## src/rtl/hazard_unit_mc.sv

```systemverilog
// Multi-cycle hazard controller for a 5-stage RV32I pipeline: forwarding, load-use
// stall, branch/jump flush, data-memory wait-state FSM and saturating perf counters.
module hazard_unit_mc #(
  parameter int LD_LAT = 2,
  parameter int CNT_W  = 16
) (
  input  logic              clk,
  input  logic              rst_n,
  input  logic [31:0]       instr_D,
  input  logic [31:0]       instr_E,
  input  logic [31:0]       instr_M,
  input  logic [31:0]       instr_W,
  input  logic              rd_wren_E,
  input  logic              rd_wren_M,
  input  logic              rd_wren_W,
  input  logic              pc_sel_E,
  input  logic              cnt_clr,
  output logic              StallF,
  output logic              StallD,
  output logic              StallE,
  output logic              StallM,
  output logic              FlushD,
  output logic              FlushE,
  output logic              FlushW,
  output logic [1:0]        ForwardAE,
  output logic [1:0]        ForwardBE,
  output logic              ldStall_check,
  output logic              mem_busy,
  output logic [CNT_W-1:0]  stall_cnt,
  output logic [CNT_W-1:0]  flush_cnt
);

  localparam int WW = (LD_LAT > 0) ? $clog2(LD_LAT + 1) : 1;
  localparam logic [6:0] OP_LOAD   = 7'b0000011;
  localparam logic [6:0] OP_STORE  = 7'b0100011;
  localparam logic [6:0] OP_BRANCH = 7'b1100011;
  localparam logic [6:0] OP_JAL    = 7'b1101111;
  localparam logic [6:0] OP_JALR   = 7'b1100111;

  typedef enum logic {IDLE = 1'b0, WAIT = 1'b1} state_t;

  state_t            state_r;
  logic [WW-1:0]     wcnt_r;
  logic [CNT_W-1:0]  stall_cnt_r;
  logic [CNT_W-1:0]  flush_cnt_r;

  logic [4:0] rs1_d_s, rs2_d_s, rs1_e_s, rs2_e_s, rd_e_s, rd_m_s, rd_w_s;
  logic [6:0] op_e_s, op_m_s;
  logic       memop_s, ldstall_s, brflush_s, mem_busy_s;
  logic       unused_s;

  // M wins over W; x0 is never forwarded
  function automatic logic [1:0] fwd_sel(input logic [4:0] rs, input logic [4:0] rd_m,
                                         input logic wren_m, input logic [4:0] rd_w,
                                         input logic wren_w);
    logic [1:0] sel;
    if ((rs != 5'd0) && wren_m && (rs == rd_m)) begin
      sel = 2'b10;
    end else if ((rs != 5'd0) && wren_w && (rs == rd_w)) begin
      sel = 2'b01;
    end else begin
      sel = 2'b00;
    end
    return sel;
  endfunction

  assign rs1_d_s = instr_D[19:15];
  assign rs2_d_s = instr_D[24:20];
  assign rs1_e_s = instr_E[19:15];
  assign rs2_e_s = instr_E[24:20];
  assign rd_e_s  = instr_E[11:7];
  assign rd_m_s  = instr_M[11:7];
  assign rd_w_s  = instr_W[11:7];
  assign op_e_s  = instr_E[6:0];
  assign op_m_s  = instr_M[6:0];

  assign unused_s = ^{instr_D[31:25], instr_D[14:0], instr_E[31:25], instr_E[14:12],
                      instr_M[31:12], instr_W[31:12], instr_W[6:0]};

  assign memop_s   = (op_m_s == OP_LOAD) || (op_m_s == OP_STORE);
  assign ldstall_s = (op_e_s == OP_LOAD) && rd_wren_E && (rd_e_s != 5'd0) &&
                     ((rs1_d_s == rd_e_s) || (rs2_d_s == rd_e_s));
  assign brflush_s = pc_sel_E &&
                     ((op_e_s == OP_BRANCH) || (op_e_s == OP_JAL) || (op_e_s == OP_JALR));

  assign ForwardAE = fwd_sel(rs1_e_s, rd_m_s, rd_wren_M, rd_w_s, rd_wren_W);
  assign ForwardBE = fwd_sel(rs2_e_s, rd_m_s, rd_wren_M, rd_w_s, rd_wren_W);

  // Busy is Mealy: a memop is held from the cycle it first appears in M
  always_comb begin
    mem_busy_s = 1'b0;
    if (!rst_n || (LD_LAT == 0)) begin
      mem_busy_s = 1'b0;
    end else begin
      case (state_r)
        IDLE:    mem_busy_s = memop_s;
        WAIT:    mem_busy_s = (wcnt_r != '0);
        default: mem_busy_s = 1'b0;
      endcase
    end
  end

  // Wait-state FSM; the wcnt==0 cycle in WAIT is the release cycle
  always_ff @(posedge clk or negedge rst_n) begin
    if (!rst_n) begin
      state_r <= IDLE;
      wcnt_r  <= '0;
    end else begin
      case (state_r)
        IDLE: begin
          if (memop_s && (LD_LAT > 0)) begin
            state_r <= WAIT;
            wcnt_r  <= WW'(LD_LAT - 1);
          end else begin
            state_r <= IDLE;
          end
        end
        WAIT: begin
          if (wcnt_r != '0) begin
            wcnt_r <= wcnt_r - WW'(1);
          end else begin
            state_r <= IDLE;
          end
        end
        default: begin
          state_r <= IDLE;
          wcnt_r  <= '0;
        end
      endcase
    end
  end

  // Stall/flush priority: a memory wait freezes everything and hides branch/load-use
  always_comb begin
    StallF = 1'b0;
    StallD = 1'b0;
    StallE = 1'b0;
    StallM = 1'b0;
    FlushD = 1'b0;
    FlushE = 1'b0;
    FlushW = 1'b0;
    if (mem_busy_s) begin
      StallF = 1'b1;
      StallD = 1'b1;
      StallE = 1'b1;
      StallM = 1'b1;
      FlushW = 1'b1;
    end else begin
      StallF = ldstall_s;
      StallD = ldstall_s;
      FlushD = brflush_s;
      FlushE = ldstall_s | brflush_s;
    end
  end

  assign ldStall_check = ldstall_s & ~mem_busy_s;
  assign mem_busy      = mem_busy_s;

  // Saturating performance counters, clear beats increment
  always_ff @(posedge clk or negedge rst_n) begin
    if (!rst_n) begin
      stall_cnt_r <= '0;
      flush_cnt_r <= '0;
    end else if (cnt_clr) begin
      stall_cnt_r <= '0;
      flush_cnt_r <= '0;
    end else begin
      if (StallF && (stall_cnt_r != '1)) begin
        stall_cnt_r <= stall_cnt_r + CNT_W'(1);
      end else begin
        stall_cnt_r <= stall_cnt_r;
      end
      if (FlushD && (flush_cnt_r != '1)) begin
        flush_cnt_r <= flush_cnt_r + CNT_W'(1);
      end else begin
        flush_cnt_r <= flush_cnt_r;
      end
    end
  end

  assign stall_cnt = stall_cnt_r;
  assign flush_cnt = flush_cnt_r;

endmodule

```

## config.mk

```make
export PLATFORM = sky130hd
export DESIGN_NAME = hazard_unit_mc
export DESIGN_NICKNAME = d
export VERILOG_FILES = /design/src/rtl/hazard_unit_mc.sv
export SDC_FILE = /design/constraint.sdc
export NUM_CORES = 1
export LEC_CHECK = 0
export ABC_CLOCK_PERIOD_IN_PS = 5400
export CAP_MARGIN = 20
export CELL_PAD_IN_SITES_DETAIL_PLACEMENT = 0
export CELL_PAD_IN_SITES_GLOBAL_PLACEMENT = 1
export CORE_MARGIN = 3
export CORE_UTILIZATION = 26
export CTS_BUF_LIST = sky130_fd_sc_hd__clkbuf_4
export DETAILED_ROUTE_END_ITERATION = 6
export PLACE_DENSITY_LB_ADDON = 0.1
export SLEW_MARGIN = 30
export SYNTH_ARGS = -nofsm -noshare
export SYNTH_HDL_FRONTEND = slang
export SYNTH_SLANG_ARGS = --single-unit
```

## constraint.sdc

```tcl
create_clock -name clk -period 5.4 [get_ports clk]
set_input_delay 0.81 -clock clk [delete_from_list [all_inputs] [get_ports clk]]
set_output_delay 0.81 -clock clk [all_outputs]
set_load 0.01 [all_outputs]
```

==> flow_summary.json, run 1 <==
{
  "ys_warn_count": 0,
  "insertion_delay_ps": 340,
  "core_um2": 8810,
  "die_w_um": 102,
  "crit_path_end_kind": "output pin",
  "fillers": 886,
  "synth-main-ff-cell": "dfrtp_1",
  "setup_viol": 0,
  "dr.pass1.iters": 4,
  "slowest_stage": "clkdlybuf4s50_1",
  "cp_common_cell": "clkdlybuf4s50_1",
  "min_path_type": "in2async",
  "ctsResizeCount": 0,
  "tightest_slew_ps": 791,
  "post_cts_buffers": 0,
  "multi_input_area_um2": 1420,
  "avgViaCountPerCell": 4.94,
  "clockRootBuffer": "clkbuf_4",
  "grt_antenna_before_repair": 0,
  "fin_skew_ps": 8.31,
  "final_cell_area_um2": 3510,
  "die-area_um2": 10300,
  "clock.fmax_mhz": 236,
  "cp_num_cells": 7,
  "finalCritPeriodShare_pct": 78.5,
  "place_area_um2": 3440,
  "tns_ps": 0,
  "cp.arrival_ps": 3430,
  "grt_pass1_vias": 2201,
  "drv_cap": 0,
  "drt_iter0_markers": 100,
  "area_growth_pct": 47.4,
  "gr-total-overflow": 0,
  "wire_per_inst_um": 14.6,
  "grt_max_degree": 41,
  "rsz0062_at_grt": "no",
  "ant_nets": 0,
  "outcome": "complete, no violations",
  "slowest_delay_ps": 560,
  "fin_nets": 499,
  "rows": 34,
  "hold_ws_ps": 432,
  "worst-path-buf-inv": 3,
  "ctsHoldBuffers": 0,
  "leakage_nw": 1.34,
  "drive_above_1_share_pct": 6.35,
  "r2r-start": "state_r$_DFF_PN0_",
  "critical_path.cell_chain": "clkdlybuf4s50_1 -> or4_4 -> o31ai_4 -> nand2_1 -> o21a_1 -> inv_2 -> clkdlybuf4s50_1",
  "ff_latch_area_um2": 876,
  "synth_top_area_share_pct": 36.8,
  "start_util_pct": 27.0,
  "cts_tree": "yes",
  "die_h_um": 102,
  "path_delay_family": "buffers and inverters",
  "postSynthCellCount": 265,
  "drc": 0,
  "slew_headroom_pct": 47.0,
  "hold_viol": 0,
  "worstPathRequired_ps": 4590,
  "synth-seq-area-share_pct": 36.8,
  "worstRegToRegCells": 6,
  "p_per_area_nw_per_um2": 154,
  "portBuffers": 99,
  "async_reset_ff_share_pct": 100,
  "worst_ir_drop_vdd_mv": 0.0796,
  "syn_avg_cell_area_um2": 8.98,
  "path_class": "in2out",
  "critPathLaunch": "instr_M[2]",
  "synth_top_area_cell": "dfrtp_1",
  "vias": 2321,
  "grt.total_usage_pct": 13.0,
  "netlist_area_um2": 2380,
  "grt_pass1_wl_um": 10700,
  "critPathLaunchType": "primary input",
  "cp_max_fo": 23,
  "wl_um": 6880,
  "clock_sink_count": 35,
  "synth-seq-cells": 35,
  "num_io_pins": 180,
  "clock_path_buffers": 2,
  "ys_types": 41,
  "r2r-end": "stall_cnt[10]$_DFFE_PN0P_",
  "gp_congestion": 0.740,
  "synth_edf_count": 0,
  "syn-num-nets": 403,
  "dp_hpwl_um": 5120,
  "htreeDepth": 2,
  "fin_crit_ps": 4240,
  "antenna_cells": 0,
  "drv_slew": 0,
  "cts_inserted_buffers": 5,
  "critPathCapture": "StallF",
  "ys_top_cells_by_area": "dfrtp_1 (37%), xor2_1 (9.6%), xnor2_1 (5.9%)",
  "clkSlewWorstSetupHoldPaths_ps": 110,
  "ff2ff_setup_slack_ps": 2740
}
-- final cells by class --
| cell class | count | share of cell area (%) |
|---|---|---|
| clock buffers | 7 | 1.50 |
| clock inverters | 1 | 0.143 |
| inverters | 5 | 0.535 |
| multi-input cells | 214 | 40.6 |
| flip-flops and latches | 35 | 25.0 |
| well taps | 108 | 3.85 |
| repair buffers | 100 | 28.4 |
-- cell usage in the layout, fill, tap and decap left out, types with 8 or more instances in the layout --
cell             synthesis  final
nand3_1                 17     17
nand2_1                 17     17
nor2b_1                  8      8
nor2_1                  27     26
or4_1                   12     12
xnor2_1                 16     16
xor2_1                  26     26
dfrtp_1                 35     35
clkdlybuf4s50_1          0     98
a21oi_1                 12     12
nand4_1                 10     10
-- through the flow --
| stage | total power (W) | instances | util (%) | worst slack (ps) |
|---|---|---|---|---|
| floorplan | 0.000328 | 265 | - | 2210 |
| global placement | 0.000393 | 462 | 39.1 | 1130 |
| detailed placement | 0.000395 | 462 | 39.1 | 1130 |
| CTS | 0.000553 | 470 | 39.8 | 1120 |
| global route | 0.000573 | 470 | 39.8 | 991 |
| finish | 0.000541 | 470 | 39.8 | 1160 |
-- Yosys cell counts, types with 2 or more instances --
cell / number
buf_4: 4
or2_2: 3
xor2_1: 26
nand3_1: 17
and3_1: 4
or3_1: 3
dfrtp_1: 35
nand2_1: 17
or4_1: 12
nor3_1: 5
mux2_2: 5
and2_1: 5
o211ai_1: 3
o31ai_1: 6
nand2b_1: 2
nor2_1: 27
nor2b_1: 8
xnor2_1: 16
ha_1: 3
nor4_1: 6
inv_1: 4
a21oi_1: 12
clkbuf_1: 6
mux2_1: 3
o21ai_0: 6
nand4_1: 10
and4_1: 3
-- flip-flops by register name (all words and copies together), names as in the netlist --
| name | count |
|---|---|
| flush_cnt | 16 |
| stall_cnt | 16 |
| state_r | 1 |
| wcnt_r | 2 |
-- worst min path at each step --
stage	end	slack, ps	startpoint	depth (start not counted)
floorplan	wcnt_r[1]$_DFFE_PN0P_	480	wcnt_r[1]$_DFFE_PN0P_	2
global placement	wcnt_r[1]$_DFFE_PN0P_	500	wcnt_r[1]$_DFFE_PN0P_	2
detailed placement	wcnt_r[1]$_DFFE_PN0P_	520	wcnt_r[1]$_DFFE_PN0P_	2
CTS	wcnt_r[1]$_DFFE_PN0P_	540	wcnt_r[1]$_DFFE_PN0P_	2
global route	stall_cnt[3]$_DFFE_PN0P_	460	rst_n	1
finish	wcnt_r[0]$_DFFE_PN0P_	430	rst_n	1
-- per-layer routing --
| metal | part of all wire, % | GRT usage, % | up-vias | wire length, um |
|---|---|---|---|---|
| met3 | 7.0 | 2.89 | 8 | 481 |
| met1 | 47 | 17.3 | 1100 | 3210 |
| li1 | - | - | 1144 | - |
| met5 | 0 | 0 | - | 0 |
| met4 | 1.2 | 3.99 | 0 | 80 |
| met2 | 45 | 20.9 | 69 | 3110 |
-- cells by family after synthesis --
group           synth area share, %
fa+ha+maj                      1.58
mux                            4.21
simple gates                   28.4
compound gates                 10.1
buf+inv                        3.47
flops                          36.8
xor+xnor                       15.5
-- power breakdown --
group	switching, W	total, W	internal (W)
Clock	0.0000918	0.000153	0.0000609
Combinational	0.0000503	0.000117	0.0000665
Sequential	0.00000247	0.000272	0.000269
Total	0.000145	0.000541	0.000397
(Power assumes the default switching activity.)
==> inputs of run 2 (changes only) <==
- ABC_CLOCK_PERIOD_IN_PS: 5400 -> 3890
- CORE_UTILIZATION: 26 -> 21
- clock period: 5.4 -> 3.89 ns (I/O delays scaled with it)
==> flow_summary.json, run 2 (synthesis results as in run 1) <==
{
  "tightest_slew_ps": 883,
  "r2r-start": "wcnt_r[0]$_DFFE_PN0P_",
  "worstPathRequired_ps": 3310,
  "mostFrequentLayoutCell": "clkdlybuf4s50_1",
  "grt_pass1_vias": 2305,
  "drt_iter0_markers": 136,
  "layout_common_cells": "clkdlybuf4s50_1 (98), dfrtp_1 (35), nor2_1 (27)",
  "die_w_um": 112,
  "start_util_pct": 21.8,
  "drv_slew": 0,
  "dr.pass1.iters": 4,
  "place_area_um2": 3520,
  "gp_congestion": 0.745,
  "fin_skew_ps": 7.72,
  "clock_path_buffers": 2,
  "htreeDepth": 2,
  "drive_above_1_share_pct": 6.81,
  "hold_viol": 0,
  "fin_total_pwr_w": 0.000742,
  "p_per_area_nw_per_um2": 208,
  "fin_nets": 504,
  "vias": 2340,
  "worst_ir_drop_vdd_mv": 0.0779,
  "critPathLaunch": "instr_M[2]",
  "fin_crit_ps": 3490,
  "die-area_um2": 12600,
  "path_class": "in2out",
  "crit_path_end_kind": "output pin",
  "grt_antenna_before_repair": 0,
  "rows": 38,
  "leakage_nw": 1.36,
  "cts_inserted_buffers": 5,
  "tns_ps": 0,
  "setup_viol": 0,
  "portBuffers": 99,
  "rsz0062_at_grt": "no",
  "outcome": "complete, no violations",
  "ctsResizeCount": 0,
  "cp.arrival_ps": 2910,
  "fin_util_pct": 32.7,
  "grt_pass1_wl_um": 12200,
  "die_h_um": 112,
  "clockRootBuffer": "clkbuf_4",
  "clock_sink_count": 35,
  "num_io_pins": 180,
  "cp_max_fo": 5,
  "clkSlewWorstSetupHoldPaths_ps": 110,
  "dp_hpwl_um": 5430,
  "ctsHoldBuffers": 0,
  "avgViaCountPerCell": 4.62,
  "post_cts_buffers": 0,
  "drv_cap": 0,
  "finalCritPeriodShare_pct": 89.8,
  "clock.fmax_mhz": 286,
  "drc": 0,
  "grt.total_usage_pct": 11.7,
  "critPathLaunchType": "primary input",
  "ant_nets": 0,
  "slew_headroom_pct": 40.7,
  "cts_tree": "yes",
  "fillers": 1162,
  "final_cell_area_um2": 3570,
  "gr-total-overflow": 0,
  "antenna_cells": 0,
  "grt_max_degree": 24,
  "min_path_type": "in2async",
  "insertion_delay_ps": 340,
  "area_growth_pct": 50.2,
  "wire_per_inst_um": 14.0,
  "wl_um": 7110,
  "core_um2": 10900,
  "hold_ws_ps": 168
}
run 2: cell types whose count changed in the layout (fill, tap and decap cells not counted), sizes merged:
cell / before / now
clkinv: 1 / 2
buf: 2 / 7
clkbuf: 7 / 6
run 2: layout make-up:
cell class	count	area [um2]	area share, %
Timing Repair Buffer	105	1030	28.9
Tap cell	140	175	4.90
Clock buffer	6	45.0	1.26
Sequential cell	35	876	24.5
Inverter	5	18.8	0.525
Clock inverter	2	7.51	0.210
Multi-Input combinational cell	214	1420	39.7
run 2: final timing paths:
| path | to | slack [ps] | cells past startpoint |
|---|---|---|---|
| setup / recovery | FlushE | 400 | 8 |
| hold / removal | stall_cnt[3]$_DFFE_PN0P_ | 170 | 1 |
| setup reg to reg | flush_cnt[15]$_DFFE_PN0P_ | 1380 | 9 |
| hold reg to reg | wcnt_r[1]$_DFFE_PN0P_ | 540 | 2 |
| max in group asynchronous | flush_cnt[10]$_DFFE_PN0P_ | 3050 | 2 |
| min in group clk | wcnt_r[1]$_DFFE_PN0P_ | 540 | 2 |
run 2: routing by layer:
metal,part of all wire [%],vias up,track usage [%]
met5,0,-,0
met4,1.1,0,3.13
met3,5.2,6,2.64
met2,44,70,17.8
met1,50,1099,16.7
li1,-,1165,-
run 2: power breakdown:
group | leakage, nW | internal [W] | switching, W | total [W]
clock network | 0.0307 | 0.0000741 | 0.000127 | 0.000201
logic | 0.846 | 0.0000935 | 0.0000705 | 0.000164
registers | 0.486 | 0.000374 | 0.00000333 | 0.000377
total | 1.36 | 0.000541 | 0.000201 | 0.000742
run 2: stage by stage:
| step | setup slack [ps] | instances |
|---|---|---|
| final | 395 | 507 |
| after global routing | 264 | 507 |
| after CTS | 347 | 507 |
| after detailed placement | 365 | 499 |
| after global placement | 353 | 499 |
| after floorplan | 1150 | 265 |
run 2: critical path: stages:
cell	delay, ps
clkdlybuf4s50_1	410
or4_4	550
o31ai_4	260
nand2_1	100
inv_1	160
nor3_1	90
or2_2	290
clkdlybuf4s50_1	480
